## src/rtl/midi_param_rx.sv

```systemverilog
// MIDI receiver: 2-flop synchroniser, UART byte framer and a running-status parser
// that drives a mono note gate and a bank of CC-mapped 7-bit parameter registers.
module midi_param_rx #(
    parameter int         CLK_HZ     = 100_000_000,
    parameter int         BAUD       = 31250,
    parameter int         NUM_PARAMS = 8,
    parameter int         CC_BASE    = 20,
    parameter logic [3:0] MIDI_CH    = 4'd0,
    parameter bit         OMNI       = 1'b0
) (
    input  logic                      clk100,
    input  logic                      rst_n,
    input  logic                      midi_rx,
    output logic                      gate,
    output logic [6:0]                note,
    output logic [6:0]                velocity,
    output logic [NUM_PARAMS*7-1:0]   param_flat,
    output logic                      param_wr,
    output logic [3:0]                param_addr,
    output logic                      byte_valid,
    output logic [7:0]                rx_byte,
    output logic                      frame_err
);

    localparam int BIT_CYC = CLK_HZ / BAUD;
    localparam int CW      = $clog2(BIT_CYC + 1);
    localparam logic [CW-1:0] LAST_CNT = CW'(BIT_CYC - 1);
    localparam logic [CW-1:0] HALF_CNT = CW'(BIT_CYC / 2 - 1);

    typedef enum logic [2:0] {IDLE, START, DATA, STOP, WAIT_HIGH} uart_state_t;
    typedef enum logic [1:0] {P_IDLE, P_D1, P_D2} parse_state_t;

    logic        sync1_q, sync2_q, rxPrev_q;
    logic [1:0]  settle_q, settle_d;
    logic        armed_q, armed_d;
    logic        rxS;

    uart_state_t uState_q, uState_d;
    logic [CW-1:0] cnt_q, cnt_d;
    logic [2:0]  bitIdx_q, bitIdx_d;
    logic [7:0]  shift_q, shift_d;
    logic        byteValid_q, byteValid_d;
    logic [7:0]  rxByte_q, rxByte_d;
    logic        frameErr_q, frameErr_d;

    parse_state_t pState_q, pState_d;
    logic [7:0]  runStat_q, runStat_d;
    logic        runValid_q, runValid_d;
    logic [6:0]  data1_q, data1_d;
    logic        gate_q, gate_d;
    logic [6:0]  note_q, note_d;
    logic [6:0]  vel_q, vel_d;
    logic [NUM_PARAMS*7-1:0] params_q, params_d;
    logic        paramWr_q, paramWr_d;
    logic [3:0]  paramAddr_q, paramAddr_d;

    logic        msgDone, oneData, chOk;
    logic [6:0]  msgD1, msgD2;
    int          ccIdx;

    assign rxS = sync2_q;

    // A start edge is only trusted once the line has been seen high after reset,
    // so a byte cut short by reset cannot retrigger reception on its low tail.
    always_comb begin
        settle_d = (settle_q == 2'd3) ? settle_q : settle_q + 2'd1;
        armed_d  = armed_q | ((settle_q == 2'd3) & rxS);
    end

    always_ff @(posedge clk100) begin
        if (!rst_n) begin
            sync1_q  <= 1'b1;
            sync2_q  <= 1'b1;
            rxPrev_q <= 1'b1;
            settle_q <= 2'd0;
            armed_q  <= 1'b0;
        end else begin
            sync1_q  <= midi_rx;
            sync2_q  <= sync1_q;
            rxPrev_q <= sync2_q;
            settle_q <= settle_d;
            armed_q  <= armed_d;
        end
    end

    always_comb begin
        uState_d    = uState_q;
        cnt_d       = cnt_q;
        bitIdx_d    = bitIdx_q;
        shift_d     = shift_q;
        byteValid_d = 1'b0;
        rxByte_d    = rxByte_q;
        frameErr_d  = 1'b0;
        case (uState_q)
            IDLE: begin
                cnt_d = '0;
                if (armed_q && rxPrev_q && !rxS) uState_d = START;
            end
            START: begin
                if (cnt_q == HALF_CNT) begin
                    cnt_d    = '0;
                    bitIdx_d = 3'd0;
                    uState_d = rxS ? IDLE : DATA;
                end else begin
                    cnt_d = cnt_q + 1'b1;
                end
            end
            DATA: begin
                if (cnt_q == LAST_CNT) begin
                    cnt_d   = '0;
                    shift_d = {rxS, shift_q[7:1]};
                    if (bitIdx_q == 3'd7) uState_d = STOP;
                    else                  bitIdx_d = bitIdx_q + 3'd1;
                end else begin
                    cnt_d = cnt_q + 1'b1;
                end
            end
            STOP: begin
                if (cnt_q == LAST_CNT) begin
                    cnt_d = '0;
                    if (rxS) begin
                        byteValid_d = 1'b1;
                        rxByte_d    = shift_q;
                        uState_d    = IDLE;
                    end else begin
                        frameErr_d = 1'b1;
                        uState_d   = WAIT_HIGH;
                    end
                end else begin
                    cnt_d = cnt_q + 1'b1;
                end
            end
            WAIT_HIGH: if (rxS) uState_d = IDLE;
            default:   uState_d = IDLE;
        endcase
    end

    always_ff @(posedge clk100) begin
        if (!rst_n) begin
            uState_q    <= IDLE;
            cnt_q       <= '0;
            bitIdx_q    <= 3'd0;
            shift_q     <= 8'd0;
            byteValid_q <= 1'b0;
            rxByte_q    <= 8'd0;
            frameErr_q  <= 1'b0;
        end else begin
            uState_q    <= uState_d;
            cnt_q       <= cnt_d;
            bitIdx_q    <= bitIdx_d;
            shift_q     <= shift_d;
            byteValid_q <= byteValid_d;
            rxByte_q    <= rxByte_d;
            frameErr_q  <= frameErr_d;
        end
    end

    assign oneData = (runStat_q[7:4] == 4'hC) || (runStat_q[7:4] == 4'hD);
    assign chOk    = OMNI || (runStat_q[3:0] == MIDI_CH);

    // Real-time bytes (F8..FF) fall through untouched; a completed message is
    // decoded in the same cycle so every output lands one cycle after the strobe.
    always_comb begin
        pState_d    = pState_q;
        runStat_d   = runStat_q;
        runValid_d  = runValid_q;
        data1_d     = data1_q;
        gate_d      = gate_q;
        note_d      = note_q;
        vel_d       = vel_q;
        params_d    = params_q;
        paramWr_d   = 1'b0;
        paramAddr_d = paramAddr_q;
        msgDone     = 1'b0;
        msgD1       = data1_q;
        msgD2       = 7'd0;
        ccIdx       = 0;
        if (byteValid_q && rxByte_q < 8'hF8) begin
            if (rxByte_q >= 8'hF0) begin
                runValid_d = 1'b0;
                pState_d   = P_IDLE;
            end else if (rxByte_q[7]) begin
                runStat_d  = rxByte_q;
                runValid_d = 1'b1;
                pState_d   = P_D1;
            end else if (pState_q == P_D2) begin
                msgDone  = 1'b1;
                msgD2    = rxByte_q[6:0];
                pState_d = P_IDLE;
            end else if (runValid_q) begin
                if (oneData) begin
                    msgDone  = 1'b1;
                    msgD1    = rxByte_q[6:0];
                    pState_d = P_IDLE;
                end else begin
                    data1_d  = rxByte_q[6:0];
                    pState_d = P_D2;
                end
            end
        end
        if (msgDone && chOk) begin
            case (runStat_q[7:4])
                4'h9: begin
                    if (msgD2 != 7'd0) begin
                        gate_d = 1'b1;
                        note_d = msgD1;
                        vel_d  = msgD2;
                    end else if (note_q == msgD1) begin
                        gate_d = 1'b0;
                    end
                end
                4'h8: if (note_q == msgD1) gate_d = 1'b0;
                4'hB: begin
                    ccIdx = int'(msgD1) - CC_BASE;
                    for (int k = 0; k < NUM_PARAMS; k++) begin
                        if (ccIdx == k) begin
                            params_d[k*7 +: 7] = msgD2;
                            paramAddr_d        = 4'(k);
                            paramWr_d          = 1'b1;
                        end
                    end
                    if (msgD1 == 7'd123) gate_d = 1'b0;
                end
                default: ;
            endcase
        end
    end

    always_ff @(posedge clk100) begin
        if (!rst_n) begin
            pState_q    <= P_IDLE;
            runStat_q   <= 8'd0;
            runValid_q  <= 1'b0;
            data1_q     <= 7'd0;
            gate_q      <= 1'b0;
            note_q      <= 7'd0;
            vel_q       <= 7'd0;
            params_q    <= '0;
            paramWr_q   <= 1'b0;
            paramAddr_q <= 4'd0;
        end else begin
            pState_q    <= pState_d;
            runStat_q   <= runStat_d;
            runValid_q  <= runValid_d;
            data1_q     <= data1_d;
            gate_q      <= gate_d;
            note_q      <= note_d;
            vel_q       <= vel_d;
            params_q    <= params_d;
            paramWr_q   <= paramWr_d;
            paramAddr_q <= paramAddr_d;
        end
    end

    assign gate       = gate_q;
    assign note       = note_q;
    assign velocity   = vel_q;
    assign param_flat = params_q;
    assign param_wr   = paramWr_q;
    assign param_addr = paramAddr_q;
    assign byte_valid = byteValid_q;
    assign rx_byte    = rxByte_q;
    assign frame_err  = frameErr_q;

endmodule

```

## config.mk

```make
export PLATFORM = sky130hd
export DESIGN_NAME = midi_param_rx
export DESIGN_NICKNAME = d
export VERILOG_FILES = /design/src/rtl/midi_param_rx.sv
export SDC_FILE = /design/constraint.sdc
export NUM_CORES = 1
export LEC_CHECK = 0
export BUFFER_PORTS_ARGS = -buffer_cell sky130_fd_sc_hd__buf_2
export CORE_ASPECT_RATIO = 0.6
export CORE_UTILIZATION = 40
export CTS_CLUSTER_DIAMETER = 150
export DETAILED_ROUTE_END_ITERATION = 7
export PLACE_DENSITY = 0.64
export RECOVER_POWER = 50
export SYNTH_ARGS = -nofsm -noshare
export SYNTH_HDL_FRONTEND = slang
export SYNTH_SLANG_ARGS = --single-unit
```

## constraint.sdc

```tcl
create_clock -name clk100 -period 2.3 [get_ports clk100]
set_clock_uncertainty 0.15 [all_clocks]
set_input_delay 0.23 -clock clk100 [delete_from_list [all_inputs] [get_ports clk100]]
set_output_delay 0.23 -clock clk100 [all_outputs]
set_load 0.005 [all_outputs]
```

==> reports/summary.txt, run 1 <==
Multi-input gate area -> 3010 um2
Internal Power -> 4.15 mW
Num CTS Buffers -> 17
Flop pwr share -> 0.439
Post-DRT Antenna Nets -> 0
Register bit total from synthesis -> 135
Clk slew on worst S/H paths -> 0.07 ns
Synth cell types -> 59
Synth area leader -> dfxtp_1
Maxcap violations -> 0
Worst path cell trace -> or4_4 -> and4bb_2 -> and3_4 -> and3b_2 -> buf_6 -> mux2i_4 -> nor2_1
Async set-or-reset flop fraction in the synthesized netlist -> 0
Initial DRC Count -> 256
Final min period -> 2.39 ns
Largest net degree at the start of global routing -> 60
Vias -> 4,932
Worst slack, placed -> -0.127 ns
PnR worst setup slack -> -0.0916 ns
Die ar. -> 14,900 um2
H-tree depth -> 4
Final Hold Violating Endpoints -> 0
CTS tree -> yes
Die Span X -> 157 um
Avg Cell Area, Syn -> 9.56 um2
Peak supply drop -> 0.617 mV
Initial Utilization -> 0.416
Area Growth Syn to Fin -> 30.4%
Via density -> 5.27
Synth Instances -> 604
Setup tns final -> -0.619 ns
Top Ports -> 89
Slowest-stage cell, CP -> or4_4
Worst min-delay path class -> in -> reg
Clock latency on the worst-skew pair -> 0.42 ns
IO buf count -> 87
Vias in the first global route -> 4,653
RePlAce Congestion -> 0.860
CTS Buffer Depth -> 2
DIE HEIGHT -> 95.1 um
Initial antenna violation count -> 0
Period Utilization, post-route -> 1.04
CTS Root Cell -> clkbuf_16
FF+latch area -> 2700 um2
Critical Path RT -> 2.45 ns
Clock Power Share -> 0.517
Tot Pwr -> 5.44 mW
CP max stage delay -> 0.54 ns
Synth warn -> 0
Fillers -> 1,256
Slew HR -> 0.432
Slew at the pin closest to its max-slew limit -> 0.851 ns
Failing checks -> negative setup slack
Final Net Count -> 738
Crit path DAT -> 2.54 ns
Critical Path End Type -> flip-flop
Post-synth top area share -> 0.468
RSZ-0062 raised after global routing -> yes
Sequential area share after synthesis -> 0.468
Core footprint -> 13,900 um2
Pwr per Cell Area -> 723 nW/um2
Fmax achieved -> 418 MHz
Share of layout cells above drive strength 1 -> 0.230
Switching share of power -> 0.238
First drt pass iteration count -> 4
Combinational fraction of design power -> 0.044
GR Overflow Total -> 0
Core Rows -> 33
Sw power -> 1.29 mW
WL final -> 15,800 um
Global-route wire length before repair -> 24,600 um
Wire per inst -> 16.9 um
Critical path fanouts, max -> 4
Number of flops mapped to enable cells by yosys -> 0
CP Class -> reg -> reg
Syn Nets -> 611
Residual DRC -> 0
Synth Cell Area -> 5780 um2
P_leak -> 3.18 nW
Final HPWL DP -> 11,100 um
Area contributors post-synth -> dfxtp_1, mux2i_1, nor2_1
Status -> finished with violations
Number of diodes -> 0
Setup Viol. Count Final -> 23
Gr usage total -> 0.217
CTS Sinks -> 135
Slew Viols, Final -> 0
Ys flop type -> dfxtp_1
Crit start category -> flip-flop
## per-stage QoR
step | cells | hold slack [ns] | instance area, um2 | utilization
floorplan | 604 | 0.176 | 5780 | -
global placement | 892 | 0.240 | 6690 | 0.482
detailed placement | 892 | 0.253 | 6690 | 0.482
CTS | 933 | 0.0513 | 7420 | 0.535
global route | 936 | 0.0761 | 7530 | 0.543
finish | 936 | 0.0644 | 7530 | 0.543
## cell families (layout without fill, tap and decap cells)
kind of cell	after synthesis	count (layout)	share of synthesized area
AOI/OAI and AO/OA	61	61	0.0806
xor gates and xnor gates	11	11	0.0167
adders and majority gates	4	4	0.00866
buffers and inverters	50	190	0.0379
DFF	135	135	0.468
muxes	108	108	0.189
other	1	1	0.000649
and+or+nand+nor	234	234	0.199
## critical path: cells and delay by family (launching register included)
kind / cells / cell delay, ns
AND/OR/NAND/NOR: 5 / 1.44
buffers and inverters: 1 / 0.14
flip-flops: 1 / 0.32
multiplexers: 1 / 0.22
## Yosys cell counts (2+ instances only)
| cell | count |
|---|---|
| o22ai_1 | 3 |
| a22oi_1 | 3 |
| a211oi_1 | 2 |
| o221a_2 | 3 |
| buf_4 | 3 |
| buf_6 | 2 |
| a211oi_2 | 7 |
| dfxtp_1 | 135 |
| mux2i_1 | 105 |
| nand4b_1 | 3 |
| nand2_1 | 20 |
| nand3_2 | 6 |
| o21a_1 | 2 |
| nand4_1 | 2 |
| nor3b_1 | 4 |
| nor4_1 | 5 |
| a21oi_1 | 15 |
| nand3_1 | 15 |
| a31oi_1 | 5 |
| and3b_1 | 2 |
| ha_1 | 4 |
| nand2b_1 | 12 |
| clkbuf_1 | 31 |
| xor2_1 | 7 |
| and3_1 | 4 |
| mux2i_2 | 2 |
| inv_1 | 9 |
| nor3_1 | 10 |
| nor2_1 | 126 |
| buf_2 | 4 |
| nor2b_1 | 3 |
| o21ai_0 | 10 |
| xnor2_1 | 4 |
| nand3b_1 | 3 |
| a21o_1 | 2 |
| and2_1 | 8 |
## cell type report
type,instances,area share
tap,192,0.0319
inverter,10,0.00515
multi-input combinational,419,0.399
timing repair buffer,148,0.123
sequential,135,0.359
clock inverter,13,0.0214
clock buffer,19,0.0601
## metal layers
layer	wire (um)	track usage
met1	8220	0.311
met2	6530	0.313
met3	894	0.0618
met4	152	0.0631
met5	0	0
## sequential cells by signal, indices dropped and copies added, names as in the netlist, 3 cells and up
register    flops
runStat_q       8
param_addr      3
bitIdx_q        3
note            7
param_flat     56
uState_q        3
velocity        7
data1_q         7
rx_byte         8
shift_q         8
cnt_q          12
## path summary, 6_finish.rpt
path                                                start                     endpoint  slack, ns  cells past startpoint
worst max-delay path            runStat_q[0]$_SDFFE_PN0P_  param_flat[30]$_SDFFE_PN0P_      -0.09                      7
worst min-delay path                                rst_n               rxS$_SDFF_PN1_       0.06                      3
worst max register to register  runStat_q[0]$_SDFFE_PN0P_  param_flat[30]$_SDFFE_PN0P_      -0.09                      7
worst min register to register         sync1_q$_SDFF_PN1_               rxS$_SDFF_PN1_       0.27                      1
## what timing repair did
| item | 4_1_cts | 5_1_grt |
|---|---|---|
| hold endpoints to repair | 1 | 0 |
| pin swaps | 6 | 22 |
| buffers inserted | 7 | 3 |
| gates cloned | 1 | 0 |
| endpoints found under the setup margin | 66 | 87 |
| hold buffers | 1 | 0 |
| resized for setup | 12 | 30 |
## power groups by stage
| stage | Sequential (mW) | Combinational (mW) | Clock (mW) |
|---|---|---|---|
| CTS | 2.39 | 0.239 | 2.85 |
| floorplan | 2.43 | 0.169 | 0 |
| global route | 2.39 | 0.269 | 2.95 |
| finish | 2.39 | 0.241 | 2.81 |
| global placement | 2.44 | 0.231 | 0 |
| detailed placement | 2.44 | 0.237 | 0 |
## layout by cell type, fill, tap and decap left out, types with 4 or more instances in the layout
cell type / instances
a211oi_2: 7
nor3b_1: 4
a21oi_1: 15
mux2i_1: 101
nand2b_1: 12
nand2_1: 19
xor2_1: 7
nand3_1: 15
nor2_1: 126
ha_1: 4
xnor2_1: 4
o21ai_0: 10
clkbuf_1: 49
clkbuf_16: 17
dfxtp_1: 134
and2_1: 8
buf_2: 38
nor3_1: 10
buf_4: 43
a31oi_1: 5
nand3_4: 6
inv_1: 9
buf_6: 13
No activity file was read; power rests on OpenSTA's default activity.
==> run 2: changes to the inputs <==
ABC_AREA = 1   (was default)
PLACE_DENSITY = 0.63   (was 0.64)
==> run 2 against run 1 <==
The run still ends with negative setup slack left. Sequential share of layout area decreased by 3.8 points. Cell area increased by 12%. Core utilization increased by 0.70 points. Via count increased by 22%. Routed wire length increased by 14%. Sequential power increased by 3%. Critical path type unchanged. Largest power group unchanged.
==> reports/summary.txt, run 2 <==
Status -> finished with violations
Failing checks -> negative setup slack
Top Ports -> 89
Synth Cell Area -> 6290 um2
Avg Cell Area, Syn -> 7.05 um2
Critical Path RT -> 2.51 ns
Syn Nets -> 900
First drt pass iteration count -> 5
Final Net Count -> 1,053
Largest net degree at the start of global routing -> 113
Vias in the first global route -> 4,956
Final min period -> 2.34 ns
Residual DRC -> 0
Synth area leader -> dfxtp_1
Crit start category -> flip-flop
Share of layout cells above drive strength 1 -> 0.255
Reg2reg path depth -> 16
Initial DRC Count -> 533
IO buf count -> 87
Slew Viols, Final -> 0
Synth Instances -> 893
Global-route wire length before repair -> 26,300 um
Hold path depth -> 3
Utilization after layout -> 0.550
Period Utilization, post-route -> 1.02
Die Span X -> 164 um
Ys flop type -> dfxtp_1
Initial Utilization -> 0.409
Post-synth top area share -> 0.429
Area contributors post-synth -> dfxtp_1, inv_1, nand2_1
Wire per inst -> 14.3 um
Post-synth top cells -> inv_1, nand2_1, dfxtp_1
Setup Viol. Count Final -> 25
RePlAce Congestion -> 0.873
CTS Root Cell -> clkbuf_16
P_leak -> 3.88 nW
Number of flops mapped to enable cells by yosys -> 0
Sequential area share after synthesis -> 0.429
Pwr per Cell Area -> 679 nW/um2
Die ar. -> 16,300 um2
Number of diodes -> 0
Synth warn -> 0
Tot Pwr -> 5.74 mW
Commonest non-fill, non-tap cell in the layout -> inv_1
Placement Cell Area -> 7190 um2
GR Overflow Total -> 0
RSZ-0062 raised after global routing -> yes
Slew at the pin closest to its max-slew limit -> 0.521 ns
Gr usage total -> 0.211
Most common cell in the netlist -> inv_1
Fmax achieved -> 427 MHz
PnR worst setup slack -> -0.0445 ns
Vias -> 6,012
Critical path fanouts, max -> 7
Peak supply drop -> 0.417 mV
Async set-or-reset flop fraction in the synthesized netlist -> 0
Post-DRT Antenna Nets -> 0
Critical Path End Type -> flip-flop
Worst slack, placed -> -0.0123 ns
Register bit total from synthesis -> 135
FF+latch area -> 2710 um2
Worst min-delay path class -> in -> reg
Fillers -> 1,410
Slew HR -> 0.653
DIE HEIGHT -> 99.2 um
H-tree depth -> 4
Core Rows -> 35
Num CTS Buffers -> 17
Maxcap violations -> 0
Area Growth Syn to Fin -> 34.3%
WL final -> 18,000 um
Initial antenna violation count -> 0
Multi-input gate area -> 3130 um2
Core footprint -> 15,400 um2
CTS tree -> yes
Final HPWL DP -> 11,600 um
Clk slew on worst S/H paths -> 0.06 ns
CTS Sinks -> 135
CP Class -> reg -> reg
Most frequent cells in the layout -> inv_1, nand2_1, dfxtp_1, nor2_1, a21oi_1
Synth cell types -> 39
Final Hold Violating Endpoints -> 0
Max reg flops -> 56
Via density -> 4.76
CTS Buffer Depth -> 2
Finished Cell Area -> 8450 um2
Crit path DAT -> 2.55 ns
Clock latency on the worst-skew pair -> 0.42 ns
-- run 2: cell types whose count changed in the layout (fill, tap and decap cells not counted), sizes merged, moves of 7 or more --
cell    change
inv       +163
nor2       -15
a21oi      +52
mux2i     -107
buf        +16
nand2b     -12
nand3      +16
nand2     +179
and2        -9
o21ai      +74
a211oi      -7
-- run 2: cell families after synthesis --
kind of cell | Yosys count | share of synthesized area
AOI/OAI and AO/OA | 166 | 0.143
xor gates and xnor gates | 3 | 0.00418
adders and majority gates | 4 | 0.00795
buffers and inverters | 207 | 0.138
DFF | 135 | 0.429
other | 1 | 0.000596
and+or+nand+nor | 377 | 0.277
-- run 2: final timing paths --
path | startpoint | endpoint | slack [ns]
max | runStat_q[6]$_SDFFE_PN0P_ | param_flat[8]$_SDFFE_PN0P_ | -0.04
min | rst_n | rxPrev_q$_SDFF_PN1_ | 0.19
max reg2reg | runStat_q[6]$_SDFFE_PN0P_ | param_flat[8]$_SDFFE_PN0P_ | -0.04
min reg2reg | sync1_q$_SDFF_PN1_ | rxS$_SDFF_PN1_ | 0.26
-- run 2: what timing repair did --
| item | 4_1_cts | 5_1_grt |
|---|---|---|
| hold buffers | 1 | 0 |
| pin swaps | 0 | 26 |
| hold endpoints to repair | 1 | 0 |
| resized for setup | 1 | 110 |
| setup endpoints to repair | 7 | 105 |
| buffers inserted | 0 | 23 |
| gates cloned | 0 | 6 |
-- run 2: layout make-up --
| class | count | area share |
|---|---|---|
| Clock buffer | 17 | 0.0503 |
| Clock inverter | 15 | 0.0198 |
| Inverter | 173 | 0.0768 |
| Multi-Input combinational cell | 557 | 0.370 |
| Sequential cell | 135 | 0.321 |
| Tap cell | 203 | 0.0300 |
| Timing Repair Buffer | 162 | 0.132 |
-- run 2: layer usage --
| metal | GRT usage | up-vias | wire (um) |
|---|---|---|---|
| met5 | 0 | - | 0 |
| met4 | 0.0534 | 0 | 105 |
| met3 | 0.0575 | 9 | 1420 |
| met2 | 0.265 | 187 | 7030 |
| met1 | 0.339 | 2707 | 9450 |
| li1 | - | 3109 | - |
-- run 2: report_power, final --
part           switching, mW  total (mW)  internal, mW
clock network           1.15        2.78          1.62
registers             0.0565        2.45          2.39
logic                  0.325       0.517         0.192
-- run 2: metrics by stage --
step | TNS (ns) | hold slack [ns] | instances
4_1_cts | 0 | 0.173 | 1233
5_1_grt | -4.79 | 0.205 | 1262
2_1_floorplan | 0 | 0.187 | 893
3_3_place_gp | 0 | 0.250 | 1200
6_report | -0.561 | 0.192 | 1262
3_5_place_dp | -0.0730 | 0.249 | 1200
-- run 2: worst max-delay path, stage by stage (launching register included) --
cell,delay (ns)
dfxtp_2,0.34
nand2_2,0.06
nor2_4,0.13
nand2_4,0.08
nor2_8,0.23
buf_6,0.15
nand3_2,0.06
nand2_2,0.10
nand2_2,0.06
nor2_4,0.17
nand2_4,0.09
nor2_8,0.15
buf_12,0.17
nand2_8,0.09
nand2_4,0.07
nand2_2,0.04
nor2_1,0.12
==> run 3: changes to the inputs <==
REMOVE_ABC_BUFFERS = 1   (was default)
==> run 3 against run 2 <==
Largest cell class unchanged. Power shrank 1.3%. Non-clock buffer count fell by 2. Cell area shrank 3.0%. The run still ends with negative setup slack left. Maximum frequency up 0.32%.
==> reports/summary.txt, run 3 (same netlist as run 2, synthesis figures left out) <==
RePlAce Congestion -> 0.847
CTS Root Cell -> clkbuf_16
Slew Viols, Final -> 0
Most frequent cells in the layout -> inv_1, nand2_1, dfxtp_1, nor2_1, a21oi_1
Setup Viol. Count Final -> 1
Final HPWL DP -> 11,400 um
Failing checks -> negative setup slack
Clock latency on the worst-skew pair -> 0.42 ns
Period Utilization, post-route -> 1.02
CTS Buffer Depth -> 2
Final min period -> 2.34 ns
Status -> finished with violations
Utilization after layout -> 0.533
Die ar. -> 16,300 um2
Largest net degree at the start of global routing -> 92
Maxcap violations -> 0
Critical Path RT -> 2.46 ns
Post-DRT Antenna Nets -> 0
Peak supply drop -> 0.386 mV
Clk slew on worst S/H paths -> 0.06 ns
Fmax achieved -> 428 MHz
Worst min-delay path class -> in -> reg
Setup tns final -> -0.0371 ns
Residual DRC -> 0
Wire per inst -> 13.6 um
Die Span X -> 164 um
Num CTS Buffers -> 17
IO buf count -> 87
Via density -> 4.64
H-tree depth -> 4
CP Class -> reg -> reg
Vias -> 5,830
Placement Cell Area -> 7190 um2
Crit start category -> flip-flop
Share of layout cells above drive strength 1 -> 0.236
Commonest non-fill, non-tap cell in the layout -> inv_1
First drt pass iteration count -> 5
Area Growth Syn to Fin -> 30.3%
Slew at the pin closest to its max-slew limit -> 0.590 ns
Top Ports -> 89
CTS Sinks -> 135
P_leak -> 3.83 nW
Initial antenna violation count -> 0
DIE HEIGHT -> 99.2 um
PnR worst setup slack -> -0.0371 ns
Final Hold Violating Endpoints -> 0
RSZ-0062 raised after global routing -> yes
Max reg flops -> 56
Initial DRC Count -> 411
Finished Cell Area -> 8200 um2
Pwr per Cell Area -> 691 nW/um2
Global-route wire length before repair -> 25,900 um
Core Rows -> 35
Tot Pwr -> 5.67 mW
Critical path fanouts, max -> 7
WL final -> 17,100 um
CTS tree -> yes
Gr usage total -> 0.206
Number of diodes -> 0
Core footprint -> 15,400 um2
Critical Path End Type -> flip-flop
Final Net Count -> 1,048
Crit path DAT -> 2.49 ns
Slew HR -> 0.605
GR Overflow Total -> 0
Initial Utilization -> 0.409
Vias in the first global route -> 4,998
[run 3: cell count changes in the layout (fill, tap and decap cells not counted), sizes merged]
cell,previous run,this run
clkbuf,64,68
clkinv,7,1
bufinv,2,1
clkinvlp,1,3
nand2,199,196
buf,114,110
inv,178,181
[run 3: repair_timing]
item,4_1_cts,5_1_grt
endpoints found under the hold margin,1,0
resized for setup,5,75
pin swaps,2,25
setup endpoints to repair,21,98
gates cloned,0,4
hold buffers,1,0
buffers inserted,6,11
[run 3: final cells by class]
cell class | count | area (um2)
fillers | 1488 | 7170
repair buffers | 160 | 988
inverters | 173 | 649
flip-flops and latches | 135 | 2720
well taps | 203 | 254
clock inverters | 13 | 136
clock buffers | 19 | 443
multi-input cells | 554 | 3010
[run 3: power by group]
| group | internal (mW) | total, mW | switching [mW] |
|---|---|---|---|
| clock | 1.55 | 2.70 | 1.15 |
| combinational | 0.184 | 0.511 | 0.327 |
| sequential | 2.39 | 2.45 | 0.0628 |
| total | 4.13 | 5.67 | 1.54 |
[run 3: critical path: stages, from the launching register on]
cell and delay, ns:
dfxtp_2 0.33, nand2_2 0.07, nor2_4 0.14, nand2_4 0.09, nor2_8 0.20, nand3_1 0.17, nand2_2 0.12, nand2_2 0.07
nor2_4 0.18, nand2_4 0.10, nor2_8 0.15, buf_6 0.15, nand2_4 0.08, o21ai_1 0.17, nor2_1 0.07
[run 3: layer usage]
| layer | vias to the layer above | share of wire | track usage |
|---|---|---|---|
| li1 | 3077 | - | - |
| met1 | 2599 | 0.54 | 0.321 |
| met2 | 135 | 0.40 | 0.280 |
| met3 | 19 | 0.045 | 0.0379 |
| met4 | 0 | 0.013 | 0.0641 |
| met5 | - | 0 | 0 |
[run 3: per-stage QoR]
| step | worst slack (ns) | instances | hold WS (ns) |
|---|---|---|---|
| finish | -0.0371 | 1257 | 0.198 |
| global route | -0.174 | 1257 | 0.204 |
| CTS | 0.00669 | 1242 | 0.155 |
| detailed placement | -0.0108 | 1203 | 0.250 |
| global placement | 0.0331 | 1203 | 0.247 |
| floorplan | -0.461 | 859 | 0.150 |
[run 3: worst paths after layout]
check / cells past startpoint / endpoint / startpoint / slack [ns]
min: 4 / param_flat[22]$_SDFFE_PN0P_ / rst_n / 0.20
max reg2reg: 14 / param_flat[28]$_SDFFE_PN0P_ / runStat_q[6]$_SDFFE_PN0P_ / -0.04
min reg2reg: 1 / rxS$_SDFF_PN1_ / sync1_q$_SDFF_PN1_ / 0.27
max: 14 / param_flat[28]$_SDFFE_PN0P_ / runStat_q[6]$_SDFFE_PN0P_ / -0.04
